===== src/rtl/fetch_cycle_pkg.sv =====
// Shared pipeline definitions: datapath width, the NOP encoding and the fetch FSM states.
package fetch_cycle_pkg;

  localparam int XLEN = 32;

  // addi x0, x0, 0
  localparam logic [XLEN-1:0] NOP = 32'h0000_0013;

  typedef enum logic [1:0] {
    REQ  = 2'd0,
    WAIT = 2'd1,
    KILL = 2'd2,
    HOLD = 2'd3
  } fetch_state_e;

endpackage


===== src/rtl/fetch_cycle_if_id_reg.sv =====
// IF/ID pipeline register; flush beats stall, stall beats load, and idle cycles insert a NOP.
module fetch_cycle_if_id_reg
  import fetch_cycle_pkg::*;
(
  input  logic            clk,
  input  logic            rst,
  input  logic            flush,
  input  logic            stall,
  input  logic            load,
  input  logic [XLEN-1:0] instr,
  input  logic [XLEN-1:0] pc,
  input  logic [XLEN-1:0] pc_plus4,
  output logic [XLEN-1:0] instr_q,
  output logic [XLEN-1:0] pc_q,
  output logic [XLEN-1:0] pc_plus4_q
);

  logic [XLEN-1:0] instr_d;
  logic [XLEN-1:0] pc_d;
  logic [XLEN-1:0] pc_plus4_d;

  always_comb begin
    instr_d    = NOP;
    pc_d       = '0;
    pc_plus4_d = '0;
    if (flush) begin
      instr_d    = NOP;
      pc_d       = '0;
      pc_plus4_d = '0;
    end else if (stall) begin
      instr_d    = instr_q;
      pc_d       = pc_q;
      pc_plus4_d = pc_plus4_q;
    end else if (load) begin
      instr_d    = instr;
      pc_d       = pc;
      pc_plus4_d = pc_plus4;
    end
  end

  always_ff @(posedge clk or negedge rst) begin
    if (!rst) begin
      instr_q    <= NOP;
      pc_q       <= '0;
      pc_plus4_q <= '0;
    end else begin
      instr_q    <= instr_d;
      pc_q       <= pc_d;
      pc_plus4_q <= pc_plus4_d;
    end
  end

endmodule


===== src/rtl/fetch_cycle.sv =====
// Instruction fetch: PC, single-outstanding imem request FSM, one-entry stall buffer,
// redirect handling and the IF/ID register feeding decode.
module fetch_cycle
  import fetch_cycle_pkg::*;
#(
  parameter logic [31:0] RESET_PC = 32'h0000_0000
) (
  input  logic        clk,
  input  logic        rst,
  input  logic        StallD,
  input  logic        FlushD,
  input  logic        PCSrcE,
  input  logic [31:0] PCTargetE,
  output logic        imem_req,
  output logic [31:0] imem_addr,
  input  logic        imem_rvalid,
  input  logic [31:0] imem_rdata,
  output logic [31:0] InstrD,
  output logic [31:0] PCD,
  output logic [31:0] PCPlus4D
);

  fetch_state_e    state_q, state_d;
  logic [XLEN-1:0] pc_q, pc_d;
  logic [XLEN-1:0] buf_q, buf_d;
  logic            buf_v_q, buf_v_d;

  logic [XLEN-1:0] pc_plus4;
  logic            consume_rsp;
  logic            release_buf;
  logic [XLEN-1:0] load_instr;

  assign pc_plus4 = pc_q + 32'd4;

  always_comb begin
    state_d     = state_q;
    pc_d        = pc_q;
    buf_d       = buf_q;
    buf_v_d     = buf_v_q;
    consume_rsp = 1'b0;
    release_buf = 1'b0;
    if (PCSrcE) begin
      pc_d    = PCTargetE;
      buf_v_d = 1'b0;
      unique case (state_q)
        WAIT:    state_d = imem_rvalid ? REQ : KILL;
        // A stale response landing together with the redirect is the drain itself.
        KILL:    state_d = imem_rvalid ? REQ : KILL;
        default: state_d = REQ;
      endcase
    end else begin
      unique case (state_q)
        REQ: state_d = WAIT;
        WAIT: begin
          if (imem_rvalid) begin
            if (!StallD) begin
              consume_rsp = 1'b1;
              pc_d        = pc_plus4;
            end else begin
              buf_d   = imem_rdata;
              buf_v_d = 1'b1;
              state_d = HOLD;
            end
          end
        end
        KILL: if (imem_rvalid) state_d = REQ;
        HOLD: begin
          if (!StallD) begin
            release_buf = 1'b1;
            pc_d        = pc_plus4;
            buf_v_d     = 1'b0;
            state_d     = REQ;
          end
        end
        default: state_d = REQ;
      endcase
    end
  end

  // Consuming a response re-issues at once for the next sequential PC.
  assign imem_req   = rst & (((state_q == REQ) & ~PCSrcE) | consume_rsp);
  assign imem_addr  = consume_rsp ? pc_plus4 : pc_q;
  assign load_instr = release_buf ? buf_q : imem_rdata;

  always_ff @(posedge clk or negedge rst) begin
    if (!rst) begin
      state_q <= REQ;
      pc_q    <= RESET_PC;
      buf_q   <= '0;
      buf_v_q <= 1'b0;
    end else begin
      state_q <= state_d;
      pc_q    <= pc_d;
      buf_q   <= buf_d;
      buf_v_q <= buf_v_d;
    end
  end

  fetch_cycle_if_id_reg u_if_id_reg (
    .clk        (clk),
    .rst        (rst),
    .flush      (FlushD),
    .stall      (StallD),
    .load       (consume_rsp | release_buf),
    .instr      (load_instr),
    .pc         (pc_q),
    .pc_plus4   (pc_plus4),
    .instr_q    (InstrD),
    .pc_q       (PCD),
    .pc_plus4_q (PCPlus4D)
  );

endmodule


===== config.mk =====
export PLATFORM = sky130hd
export DESIGN_NAME = fetch_cycle
export DESIGN_NICKNAME = d
export VERILOG_FILES = /design/src/rtl/fetch_cycle_pkg.sv /design/src/rtl/fetch_cycle_if_id_reg.sv /design/src/rtl/fetch_cycle.sv
export SDC_FILE = /design/constraint.sdc
export NUM_CORES = 1
export LEC_CHECK = 0
export ABC_CLOCK_PERIOD_IN_PS = 6100
export BUFFER_PORTS_ARGS = -buffer_cell sky130_fd_sc_hd__buf_4
export CAP_MARGIN = 20
export CORE_UTILIZATION = 58
export DETAILED_ROUTE_END_ITERATION = 7
export PLACE_DENSITY = 0.82
export SLEW_MARGIN = 10
export SYNTH_ARGS = -nofsm -noshare
export SYNTH_HDL_FRONTEND = slang
export SYNTH_HIERARCHICAL = 1
export SYNTH_SLANG_ARGS = --single-unit

===== constraint.sdc =====
create_clock -name clk -period 6.1 [get_ports clk]
set_clock_uncertainty 0.05 [all_clocks]
set_input_delay 1.525 -clock clk [delete_from_list [all_inputs] [get_ports clk]]
set_output_delay 1.525 -clock clk [all_outputs]
set_load 0.05 [all_outputs]

# ---- Word level (Yosys, flattened, before mapping)
# Index checks and enable logic that the tools add are counted.
# W data, S select, Z words.
dict set report classes {
  n_addsub 1
  eq_ne 8
  muxes 29
  bitwise 5
  reduce_logical 6
}
# cell n
set op_table {}
lappend op_table {{$mux W32} 14}
lappend op_table {{$pmux W32 S2} 1}
lappend op_table {{$add A32 B3 Y32 const B} 1}
lappend op_table {{$mux W2} 7}
lappend op_table {{$ne A3 B3 Y1 const B} 4}
lappend op_table {{$pmux W2 S4} 1}
lappend op_table {{$reduce_and A4 Y1} 2}
lappend op_table {{$mux W1} 6}
lappend op_table {{$eq A2 B2 Y1 const B} 2}
lappend op_table {{$reduce_bool A3 Y1} 1}
lappend op_table {{$and A1 B1 Y1} 2}
lappend op_table {{$eq A2 B1 Y1 const B} 1}
lappend op_table {{$logic_not A2 Y1} 1}
lappend op_table {{$ne A2 B1 Y1 const B} 1}
lappend op_table {{$or A1 B1 Y1} 2}
lappend op_table {{$reduce_and A2 Y1} 1}
lappend op_table {{$reduce_or A2 Y1} 1}
lappend op_table {{$not A1 Y1} 1}
dict set report word_totals {
  register_bits 162
  inputBits 70
}

# ---- Logic depth before layout (Yosys ltp)
dict set report logic_depth {
  word_depth 8
  mapped_depth 9
}

# ---- Modules after synthesis
# The synthesis kept the hierarchy.
# mod instances cells_each area_each_um2 seq_area_each_um2
set modules_own_cells {}
lappend modules_own_cells {fetch_cycle 1 481 4662.0 1651.6}
lappend modules_own_cells {fetch_cycle_if_id_reg 1 229 3613.5 2406.1}

# ---- Worst setup path after synthesis
# OpenSTA, ideal clock, no wires.
dict set report synth_path {
  kind {input to output}
  start {input port StallD}
  end {output port imem_addr[23]}
  arrival_time_ps 3390
  setup_slack_ps 1135
  stages 7
  cell_sequence {buf_2 > nand4bb_1 > buf_2 > nor3_1 > nand4_1 > nor2_1 > xor2_1}
}
dict set report synth_via {
  elab_chain_len 5
}
# item line_no
set synth_rtl {}
lappend synth_rtl {{start, declared} fetch_cycle.sv:10} ;# input logic StallD,
lappend synth_rtl {{$mux W1} fetch_cycle.sv:56} ;# if (!StallD) begin
lappend synth_rtl {{$mux W1} fetch_cycle.sv:55} ;# if (imem_rvalid) begin
lappend synth_rtl {{$mux W1} fetch_cycle.sv:52} ;# unique case (state_q)
lappend synth_rtl {{$mux W1} fetch_cycle.sv:42} ;# if (PCSrcE) begin
lappend synth_rtl {{$mux W32} fetch_cycle.sv:82} ;# assign imem_addr = consume_rsp ? pc_plus4 : pc_q;
lappend synth_rtl {{end, declared} fetch_cycle.sv:15} ;# output logic [31:0] imem_addr,
# No other way between the ends.

# ---- Final worst setup path
dict set report layout_path {
  start {input port PCSrcE}
  end {output port imem_addr[31]}
}
dict set report layout_via {
  elab_chain_len 2
}
# item line_no
set layout_rtl {}
lappend layout_rtl {{start, declared} fetch_cycle.sv:12} ;# input logic PCSrcE,
lappend layout_rtl {{$mux W1} fetch_cycle.sv:42}
lappend layout_rtl {{$mux W32} fetch_cycle.sv:82}
# No other way between the ends.

==> impl_results.md <==
* Post-Syn Nets at 785
* Post-CTS Setup Inserts at 0
* Layout fillers at 936
* Layout net count at 939
* Share of cells above drive strength 1 at 37.5%
* End of the worst hold path: u_if_id_reg/pc_q[4]
* Resized cells post-CTS at 0
* Relative slew slack at 24.9%
* Antenna violations before repair at 0
* Layout area overhead at 24.8%
* Startpoint types: input pin
* Routed WL at 21,700 um
* Detailed Routing Iterations Pass 1 at 5
* Count of hold-fix buffers inserted at cts at 0
* Peak supply drop at around 0.18 mV
* Data arrival, critical path at 3250 ps
* FFs w/ async S/R, synth at 100%
* Post-synth top area share at about half
* Setup TNS at 0 ps
* Number of synthesis warnings at 6
* Slew Viols, Final at 0
* Hold path startpoint: u_if_id_reg/pc_q[4]
* Final Instance Area at 10,300 sq um
* Minimum clock period at 4820 ps
* RePlAce Congestion at 0.857
* Syn_area_per_cell at 11.7 sq um
* Worst R2R Setup Slack at 2800 ps
* Detail Placement HPWL at between 10,000 and 15,000 um
* DR DRC count at 0
* Total GRT Usage at between 30% and 40%
* Synth Cell Area at 8280 sq um
* R2R Path End: u_if_id_reg/pc_plus4_q[22]
* Final core occ at about 74%
* Synthesis-stage register bit count at 162
* Number of global-route vias before repair at 6,541
* Critical path class: in -> out
* Clock sink count at 162
* Die area at 14,800 sq um
* Via count at 6,553
* Total CTS buffers at 17
* Lkg Pwr at 4.67 nW
* Pwr Total at 3.15 mW
* Final period util at 79.1%
* Io pins at 199
* RSZ-0062 raised after global routing: no
* FP Rows at between 40 and 50
* CTS tree: built
* Die Y at about 120 um
* Initial DRC Count at 631
* CTS root buf: clkbuf_16
* Global-route wire length before repair at 34,100 um
* WP data required at 4530 ps
* R2r worst-path depth at 7
* R2R Path Start: state_q[1]
* Drt wl/cell at 20.5 um
* Largest net degree at the start of global routing at 93
* HP Class: reg -> reg
* CTS H-tree depth at 4
* Top_reg_cell synth: dfrtp_1
* GRT overflow at 0
* # setup viols final at 0
* Largest area contributor in the netlist: dfrtp_1
* Synth area leaders: dfrtp_1, a32o_1, mux2_2
* Final hold violations at 0
* Clk_lat worst skew at 430 ps
* Initial Utilization at between 50% and 60%
* Max clock buf depth at 2
* Synthesized instance count at 710
* Synth unique cells at 55
* Die X at 121 um
* # port buffers at 198
* Seq/Total Area, Yosys at about half
* N_diodes at 0
* Worst Setup SP: PCSrcE
* Status: finished clean
* Clk slew on worst S/H paths at roughly 60 ps
* CP Max Fanout at 26
* Element type at the critical path end: output port
* Dpl cell area at 9640 sq um
* Via-to-Cell Ratio at 6.20
* Core Region at 13,900 sq um
* Cell Pwr Density at just over 300 nW/um^2
* Post-synth EDFFs at 0
* Final ANT Viol Nets at 0
* Worst slew pin tran at 1120 ps
* Worst Hold Depth at 1
* Max-cap violations at 0
* Max Clock Freq at about 210 MHz
state kept, by name (all words and copies together) (netlist names):
name	count
u_if_id_reg/pc_plus4_q	32
buf_q	32
u_if_id_reg/instr_q	32
pc_q	32
u_if_id_reg/pc_q	32
state_q	2
worst max-delay path, cell delays in order:
cell	delay [ps]
buf_4	190
nand4bb_1	230
nor3_1	280
nand4_1	370
nor2_1	240
xor2_1	180
buf_4	230
cell usage in the layout, fill, tap and decap left out, types with 2 or more instances in the layout:
master,instances
xnor2_1,43
clkbuf_16,17
nor4_2,5
clkinv_2,3
dfstp_2,3
mux2i_1,2
and2_1,4
nor4_4,3
nor4_1,4
nor3_1,6
buf_4,206
clkinvlp_4,2
nand4_1,14
mux2_2,66
o21ai_1,5
and4_1,3
nand2_1,62
clkbuf_8,2
bufinv_16,5
xor2_1,42
nor2_1,27
nand3_4,2
nand3b_1,2
a32o_1,92
inv_1,3
nand2b_1,5
clkbuf_1,3
and3_1,5
o21ai_0,25
dfrtp_1,159
ha_1,5
nand3_1,21
o32a_1,3
logic make-up (layout without fill, tap and decap cells):
group                    count (synthesis)  in the layout  share of synthesized area, %
multiplexers                            68             68                          9.22
XOR/XNOR                                85             85                          9.00
adder cells (fa/ha/maj)                  5              5                         0.756
AO/OA/AOI/OAI                          135            135                          14.3
AND/OR/NAND/NOR                        177            177                          12.3
flip-flops                             162            162                          49.0
buffers and inverters                   78            245                          5.44
report_power, final:
| part | switching, mW | leakage (nW) | internal (mW) |
|---|---|---|---|
| Combinational | 0.366 | 2.23 | 0.270 |
| Sequential | 0.124 | 2.13 | 1.22 |
| Clock | 0.421 | 0.310 | 0.746 |
area by class of cell:
cell class	instances	area (sq um)	share of cell area [%]
flip-flops and latches	162	4060	39.3
repair buffers	209	1610	15.5
clock inverters	10	180	1.74
well taps	180	225	2.18
clock buffers	22	464	4.49
inverters	4	15.0	0.145
multi-input cells	470	3780	36.6
through the flow:
stage,hold slack (ps),std cells,setup slack (ps)
2_1_floorplan,424,710,1130
3_3_place_gp,426,1023,1360
3_5_place_dp,432,1023,1270
4_1_cts,446,1055,1270
5_1_grt,458,1057,1100
6_report,447,1057,1280
worst max path at each step:
stage,to,slack [ps],cells past startpoint
after floorplan,imem_addr[23],1130,7
after global placement,imem_addr[31],1360,7
after detailed placement,imem_addr[31],1270,7
after CTS,imem_addr[31],1270,7
after global routing,imem_addr[31],1100,7
final,imem_addr[31],1280,7
Yosys cell counts, drive strengths merged, types with 5 or more instances:
| cell type | number |
|---|---|
| nand3 | 24 |
| nand2b | 6 |
| ha | 5 |
| nor2 | 27 |
| nor3 | 6 |
| a32o | 92 |
| and3 | 5 |
| nand4 | 16 |
| dfrtp | 159 |
| o21ai | 30 |
| clkbuf | 18 |
| nor4 | 12 |
| mux2 | 66 |
| nand2 | 63 |
| buf | 56 |
| xnor2 | 43 |
| xor2 | 42 |
layer usage:
layer | share of wire [%] | global-route usage (%) | vias up
li1 | - | - | 2913
met4 | 2.0 | 12.2 | 0
met1 | 41 | 39.4 | 3319
met2 | 50 | 48.4 | 286
met5 | 0 | 0 | -
met3 | 7.3 | 6.58 | 35
No activity file was read; power rests on OpenSTA's default activity.
